==> config.mk <==
export PLATFORM = sky130hd
export DESIGN_NAME = aes_vector_sequencer
export DESIGN_NICKNAME = d
export VERILOG_FILES = /design/src/rtl/aes_vector_sequencer.sv
export SDC_FILE = /design/constraint.sdc
export NUM_CORES = 2
export LEC_CHECK = 0
export ABC_AREA = 1
export CAP_MARGIN = 30
export CELL_PAD_IN_SITES_DETAIL_PLACEMENT = 1
export CELL_PAD_IN_SITES_GLOBAL_PLACEMENT = 1
export CORE_MARGIN = 4
export CORE_UTILIZATION = 44
export CTS_CLUSTER_SIZE = 16
export DETAILED_ROUTE_END_ITERATION = 8
export GPL_ROUTABILITY_DRIVEN = 1
export PLACE_DENSITY = 0.83
export SYNTH_ARGS = -nofsm -noshare
export SYNTH_HDL_FRONTEND = slang
export SYNTH_SLANG_ARGS = --single-unit
==> constraint.sdc <==
create_clock -name clock -period 4.28 [get_ports clock]
set_input_delay 0.428 -clock clock [delete_from_list [all_inputs] [get_ports clock]]
set_output_delay 0.428 -clock clock [all_outputs]
set_load 0.03 [all_outputs]
==> src/rtl/aes_vector_sequencer.sv <==
// Stimulus-and-check engine for AES pipelines: drives directed or walking-bit sweep
// stimuli and checks DUT output against a latency-matched expected-value delay line.
module aes_vector_sequencer #(
  parameter int DATA_W     = 128,
  parameter int KEY_W      = 256,
  parameter int CHECK_LAT  = 10,
  parameter int SWEEP_BITS = 128,
  parameter int CNT_W      = 16
) (
  input  logic              clock,
  input  logic              reset,
  input  logic              vec_valid,
  output logic              vec_ready,
  input  logic              vec_type,
  input  logic              vec_last,
  input  logic [DATA_W-1:0] vec_plain,
  input  logic [KEY_W-1:0]  vec_key,
  input  logic [DATA_W-1:0] vec_expect,
  output logic              stim_valid,
  output logic [DATA_W-1:0] stim_data,
  output logic [KEY_W-1:0]  stim_key,
  input  logic              dut_valid,
  input  logic [DATA_W-1:0] dut_data,
  output logic [CNT_W-1:0]  pass_count,
  output logic [CNT_W-1:0]  fail_count,
  output logic              busy,
  output logic              done
);

  typedef enum logic [1:0] {S_IDLE, S_SWEEP, S_DRAIN, S_DONE} state_t;

  localparam int KW = $clog2(2*SWEEP_BITS+1);
  localparam logic [KW-1:0] K_INV = KW'(SWEEP_BITS);
  localparam logic [KW-1:0] K_END = KW'(2*SWEEP_BITS);

  state_t                    r_state;
  logic [KW-1:0]             r_k;
  logic                      r_sw_last;
  logic [DATA_W-1:0]         r_sw_plain;
  logic [KEY_W-1:0]          r_sw_key;
  logic                      r_stim_valid;
  logic [DATA_W-1:0]         r_stim_data;
  logic [KEY_W-1:0]          r_stim_key;
  logic [DATA_W-1:0]         r_exp;
  logic                      r_done;
  logic [CHECK_LAT-1:0]      r_vld_pipe;
  logic [CHECK_LAT-1:0][DATA_W-1:0] r_exp_pipe;
  logic [CNT_W-1:0]          r_pass;
  logic [CNT_W-1:0]          r_fail;

  logic [KW-1:0]     w_bit_idx;
  logic [DATA_W-1:0] w_flip;
  logic [DATA_W-1:0] w_sw_data;
  logic [KEY_W-1:0]  w_sw_key;
  logic              w_inflight;
  logic              w_due;
  logic              w_hit;
  logic              w_miss;

  // Step k walks bit (k mod SWEEP_BITS); the second half inverts the key; k==2*SWEEP_BITS restores.
  assign w_bit_idx = (r_k < K_INV) ? r_k : r_k - K_INV;
  assign w_flip    = (r_k == K_END) ? '0 : (DATA_W'(1) << w_bit_idx);
  assign w_sw_data = r_sw_plain ^ w_flip;
  assign w_sw_key  = (r_k >= K_INV && r_k != K_END) ? ~r_sw_key : r_sw_key;

  // Entries that will still be in the delay line after this edge's shift.
  assign w_inflight = r_stim_valid | (|(r_vld_pipe << 1));

  always_ff @(posedge clock) begin
    if (reset) begin
      r_state      <= S_IDLE;
      r_k          <= '0;
      r_sw_last    <= 1'b0;
      r_sw_plain   <= '0;
      r_sw_key     <= '0;
      r_stim_valid <= 1'b0;
      r_stim_data  <= '0;
      r_stim_key   <= '0;
      r_exp        <= '0;
      r_done       <= 1'b0;
    end else begin
      r_stim_valid <= 1'b0;
      case (r_state)
        S_IDLE: if (vec_valid) begin
          if (vec_type) begin
            r_sw_plain <= vec_plain;
            r_sw_key   <= vec_key;
            r_sw_last  <= vec_last;
            r_k        <= '0;
            r_state    <= S_SWEEP;
          end else begin
            r_stim_valid <= 1'b1;
            r_stim_data  <= vec_plain;
            r_stim_key   <= vec_key;
            r_exp        <= vec_expect;
            if (vec_last) r_state <= S_DRAIN;
          end
        end
        S_SWEEP: begin
          r_stim_valid <= 1'b1;
          r_stim_data  <= w_sw_data;
          r_stim_key   <= w_sw_key;
          r_exp        <= w_sw_data;
          r_k          <= r_k + KW'(1);
          if (r_k == K_END) r_state <= r_sw_last ? S_DRAIN : S_IDLE;
        end
        S_DRAIN: if (!w_inflight) begin
          r_state <= S_DONE;
          r_done  <= 1'b1;
        end
        default: ;
      endcase
    end
  end

  always_ff @(posedge clock) begin
    if (reset) begin
      r_vld_pipe <= '0;
      r_exp_pipe <= '0;
    end else begin
      r_vld_pipe[0] <= r_stim_valid;
      r_exp_pipe[0] <= r_exp;
      for (int i = 1; i < CHECK_LAT; i++) begin
        r_vld_pipe[i] <= r_vld_pipe[i-1];
        r_exp_pipe[i] <= r_exp_pipe[i-1];
      end
    end
  end

  // A due check either hits or misses; a DUT beat with nothing due is spurious.
  assign w_due  = r_vld_pipe[CHECK_LAT-1];
  assign w_hit  = w_due & dut_valid & (dut_data == r_exp_pipe[CHECK_LAT-1]);
  assign w_miss = (w_due & ~w_hit) | (~w_due & dut_valid);

  always_ff @(posedge clock) begin
    if (reset) begin
      r_pass <= '0;
      r_fail <= '0;
    end else begin
      if (w_hit  && r_pass != '1) r_pass <= r_pass + CNT_W'(1);
      if (w_miss && r_fail != '1) r_fail <= r_fail + CNT_W'(1);
    end
  end

  assign vec_ready  = (r_state == S_IDLE);
  assign stim_valid = r_stim_valid;
  assign stim_data  = r_stim_data;
  assign stim_key   = r_stim_key;
  assign pass_count = r_pass;
  assign fail_count = r_fail;
  assign busy       = (r_state != S_IDLE) | r_stim_valid | (|r_vld_pipe);
  assign done       = r_done;

endmodule

==> parameters.txt <==
Parameter                              Value

Synthesis
  Main area contributors after synthesis    sky130_fd_sc_hd__dfxtp_1 54%, sky130_fd_sc_hd__inv_1 8.8%, sky130_fd_sc_hd__nand2_1 8.5%
  Simple-Gate Fraction of Synth Area    17.7%
  Share of cell area taken by muxes after synthesis    0%
  Post-synthesis sequential area ratio    53.6%
  Cell taking the most area after synthesis    sky130_fd_sc_hd__dfxtp_1
  Portion of synthesized cell area occupied by the leading cell type    53.6%
  Dominant combinational cell family by area after synthesis    simple AND/OR/NAND/NOR gates
  Compound-gate portion of the synthesized area    11.4%
  XOR/XNOR Fraction of Synth Area    5.06%
  Number of enable flip-flop cells after synthesis    0
  Syn_area_per_cell    7.85 um2
  Proportion of synthesized flip-flops having asynchronous set or reset    0%
  Post-Syn Nets    11,270
  Post-synthesis adder-cell area fraction    0.120%
  Netlist Area Pre-Place    83,300 um2
  Yosys Warn Count    0
  Post-synthesis sequential element count    2,232
  Top_reg_cell synth    sky130_fd_sc_hd__dfxtp_1
  Number of distinct standard cells referenced by the synthesized netlist    37
  Post-Synthesis Cells    10,616

Global route
  Global-route congestion overflow total    0
  Vias in the first global route    73,245
  Initial antenna violation count    117
  Wire length of the first global-routing pass    447,000 um
  Gr usage total    29.2%
  Maximum number of pins on one net before global-route repair    234

Worst setup path
  Critical path origin    r_state[1]
  Data required, critical path    3.85 ns
  Type of origin of the critical path    flip-flop
  Worst EP arrival    3.01 ns
  Slowest stage cell, crit path    sky130_fd_sc_hd__clkdlybuf4s50_1
  Cell with the most instances on the worst path    sky130_fd_sc_hd__inv_1
  Launch point of the worst reg-to-reg path    r_state[1]
  Type of the worst setup path    reg2out
  Sum of buffers and inverters on the critical path    3
  Reg-to-reg setup timing slack    1.25 ns
  Critical path cell sequence    inv_1, ha_1, inv_1, or3_1, clkdlybuf4s50_1
  Largest incremental delay on the critical path    0.82 ns
  Largest fanout on the critical path    4
  Cell family with the largest share of critical-path delay    buffers and inverters
  Worst Setup End Kind    primary output

Timing
  Setup tns final    0 ns
  Headroom to the max-slew limit    26.8%
  Minimum setup slack in the final design    0.845 ns
  Final max-slew violation count    0
  Achievable frequency    0.291 GHz
  Least-Margin Pin Slew    1.10 ns
  Final clock skew    0.0573 ns
  Setup violation total in the final timing report    0
  Final hold violation count    0
  Unrepaired setup endpoints after global routing    false
  WHS    0.151 ns
  Min cycle time layout    3.43 ns
  Crit share post-route    80.2%

Floorplan
  Total I/O pin count    1,066
  Die Area    196,000 um2
  Y dimension of the die    443 um
  Placeable core area    188,000 um2
  Starting density of the core    44.3%
  Number of rows in the core area    159
  Chip width    443 um

Power and ir drop
  Power, Total    59.5 mW
  Pwr per Cell Area    574 nW/um2
  Leakage power    41.1 nW
  Peak supply drop    0.417 mV

Layout
  Most frequent standard cell in the layout excluding fill and tap cells    sky130_fd_sc_hd__dfxtp_1
  Area growth from synthesis to layout    24.4%
  Layout cell share with drive strength beyond 1    5.83%
  Most frequent cells in the layout    2,232 x sky130_fd_sc_hd__dfxtp_1, 1,957 x sky130_fd_sc_hd__inv_1, 1,881 x sky130_fd_sc_hd__nand2_1, 1,580 x sky130_fd_sc_hd__nor2_1, 1,064 x sky130_fd_sc_hd__clkdlybuf4s50_1
  Filler cell count    22,404
  Count of non-filler cells in the finished layout    14,170
  Final net count    12,048

Drt
  Average wire length per cell after detail routing    21.0 um
  Routed wire length    297,000 um
  Remaining antenna violation count after routing    0
  First-pass iteration count of the detailed router    5
  Detailed Route Iter0 Violations    4,519
  Vias    70,121
  Number of remaining DRC errors    0
  Number of vias per cell    4.95

Run status
  Run status    finished, final reports clean

Clock tree
  Count of instances resized after the clock tree is built    0
  Number of levels the H-tree was split into    4
  CTS buffer count    227
  Clock tree root buffer cell    sky130_fd_sc_hd__clkbuf_16
  CTS tree    built
  CTS Buffer Depth    3
  Later-pin clock latency in the skew report    0.87 ns
  Clock transition at path regs    0.06 ns
  CTS sink count    2,232

Placed design
  Detail Placement HPWL    210,000 um
  Count of buffers inserted at the top-level ports    1,065
  Placed Instances    13,657
  Global placer's final weighted congestion    0.903
  Pre-CTS setup slack    0.804 ns

Worst hold path
  Type of the worst min-delay path    in2reg
  Worst hold start    vec_expect[56]

Flow run
  Number of max-cap violations    0
[logic make-up (layout without fill, tap and decap cells)]
logic type	count (synthesis)	in the layout
buf+inv	2577	3542
simple gates	3792	3792
flops	2232	2232
other cells	0	94
fa+ha+maj	8	8
xor+xnor	311	311
compound gates	1696	1696
[power breakdown]
part	switching, mW	internal (mW)	leakage, nW
combinational	9.05	4.94	19.2
sequential	1.89	23.2	18.1
clock	8.66	11.8	3.79
[through the flow]
stage / area, um2 / util (%)
3_5_place_dp: 95500 / 50.8
2_1_floorplan: 83300 / -
4_1_cts: 103000 / 55.0
5_1_grt: 104000 / 55.1
3_3_place_gp: 95500 / 50.8
6_report: 104000 / 55.1
[layer usage]
| metal | track usage (%) | up-vias | wire [um] |
|---|---|---|---|
| li1 | - | 33783 | - |
| met4 | 20.2 | 30 | 22700 |
| met2 | 47.6 | 1820 | 140000 |
| met3 | 5.41 | 751 | 14600 |
| met5 | 0 | - | 214 |
| met1 | 34.9 | 33737 | 120000 |
[layout make-up]
cell class	instances	area (um2)	share of cell area [%]
flip-flops and latches	2232	44700	43.1
inverters	1967	7410	7.15
multi-input cells	5807	28600	27.6
clock buffers	342	6700	6.47
diodes	94	235	0.227
well taps	2495	3120	3.01
clock inverters	74	1130	1.09
repair buffers	1159	11800	11.4
[worst paths after layout]
path,end,depth (start not counted)
worst max-delay path,busy,5
worst min-delay path,r_exp[56],3
worst min register to register,r_exp_pipe[943],2
worst max register to register,stim_key[154],9
[worst reg2reg max path, delay by kind of cell (launching register included)]
kind / cells / cell delay, ns
buffers and inverters: 4 / 1.62
adders and majority gates: 1 / 0.53
DFF: 1 / 0.34
AOI/OAI and AO/OA: 2 / 0.24
and+or+nand+nor: 2 / 0.22
[registers in the layout, indices dropped and copies added, names as in the netlist, 2 cells and up]
signal / count
r_sw_key: 256
r_state: 2
fail_count: 16
pass_count: 16
r_exp: 128
r_k: 9
r_exp_pipe: 1280
stim_key: 256
r_sw_plain: 128
r_vld_pipe: 10
stim_data: 128
[Yosys cell counts, types with 28 or more instances]
library cell,number
sky130_fd_sc_hd__nand4_1,47
sky130_fd_sc_hd__inv_1,1959
sky130_fd_sc_hd__xor2_2,199
sky130_fd_sc_hd__nand2_1,1882
sky130_fd_sc_hd__o211ai_1,255
sky130_fd_sc_hd__buf_2,33
sky130_fd_sc_hd__nor2_1,1580
sky130_fd_sc_hd__nor3_1,28
sky130_fd_sc_hd__xor2_1,95
sky130_fd_sc_hd__o21ai_0,456
sky130_fd_sc_hd__nand3_1,234
sky130_fd_sc_hd__a31oi_1,257
sky130_fd_sc_hd__buf_1,49
sky130_fd_sc_hd__o21ai_1,274
sky130_fd_sc_hd__a21oi_1,450
sky130_fd_sc_hd__dfxtp_1,2232
sky130_fd_sc_hd__clkbuf_1,499
[timing repair]
| action | in CTS | in global routing |
|---|---|---|
| hold buffers | 1 | 0 |
| buffers inserted | 0 | 0 |
| endpoints found under the hold margin | 15 | 0 |
Power figures use the tool's default switching activity.
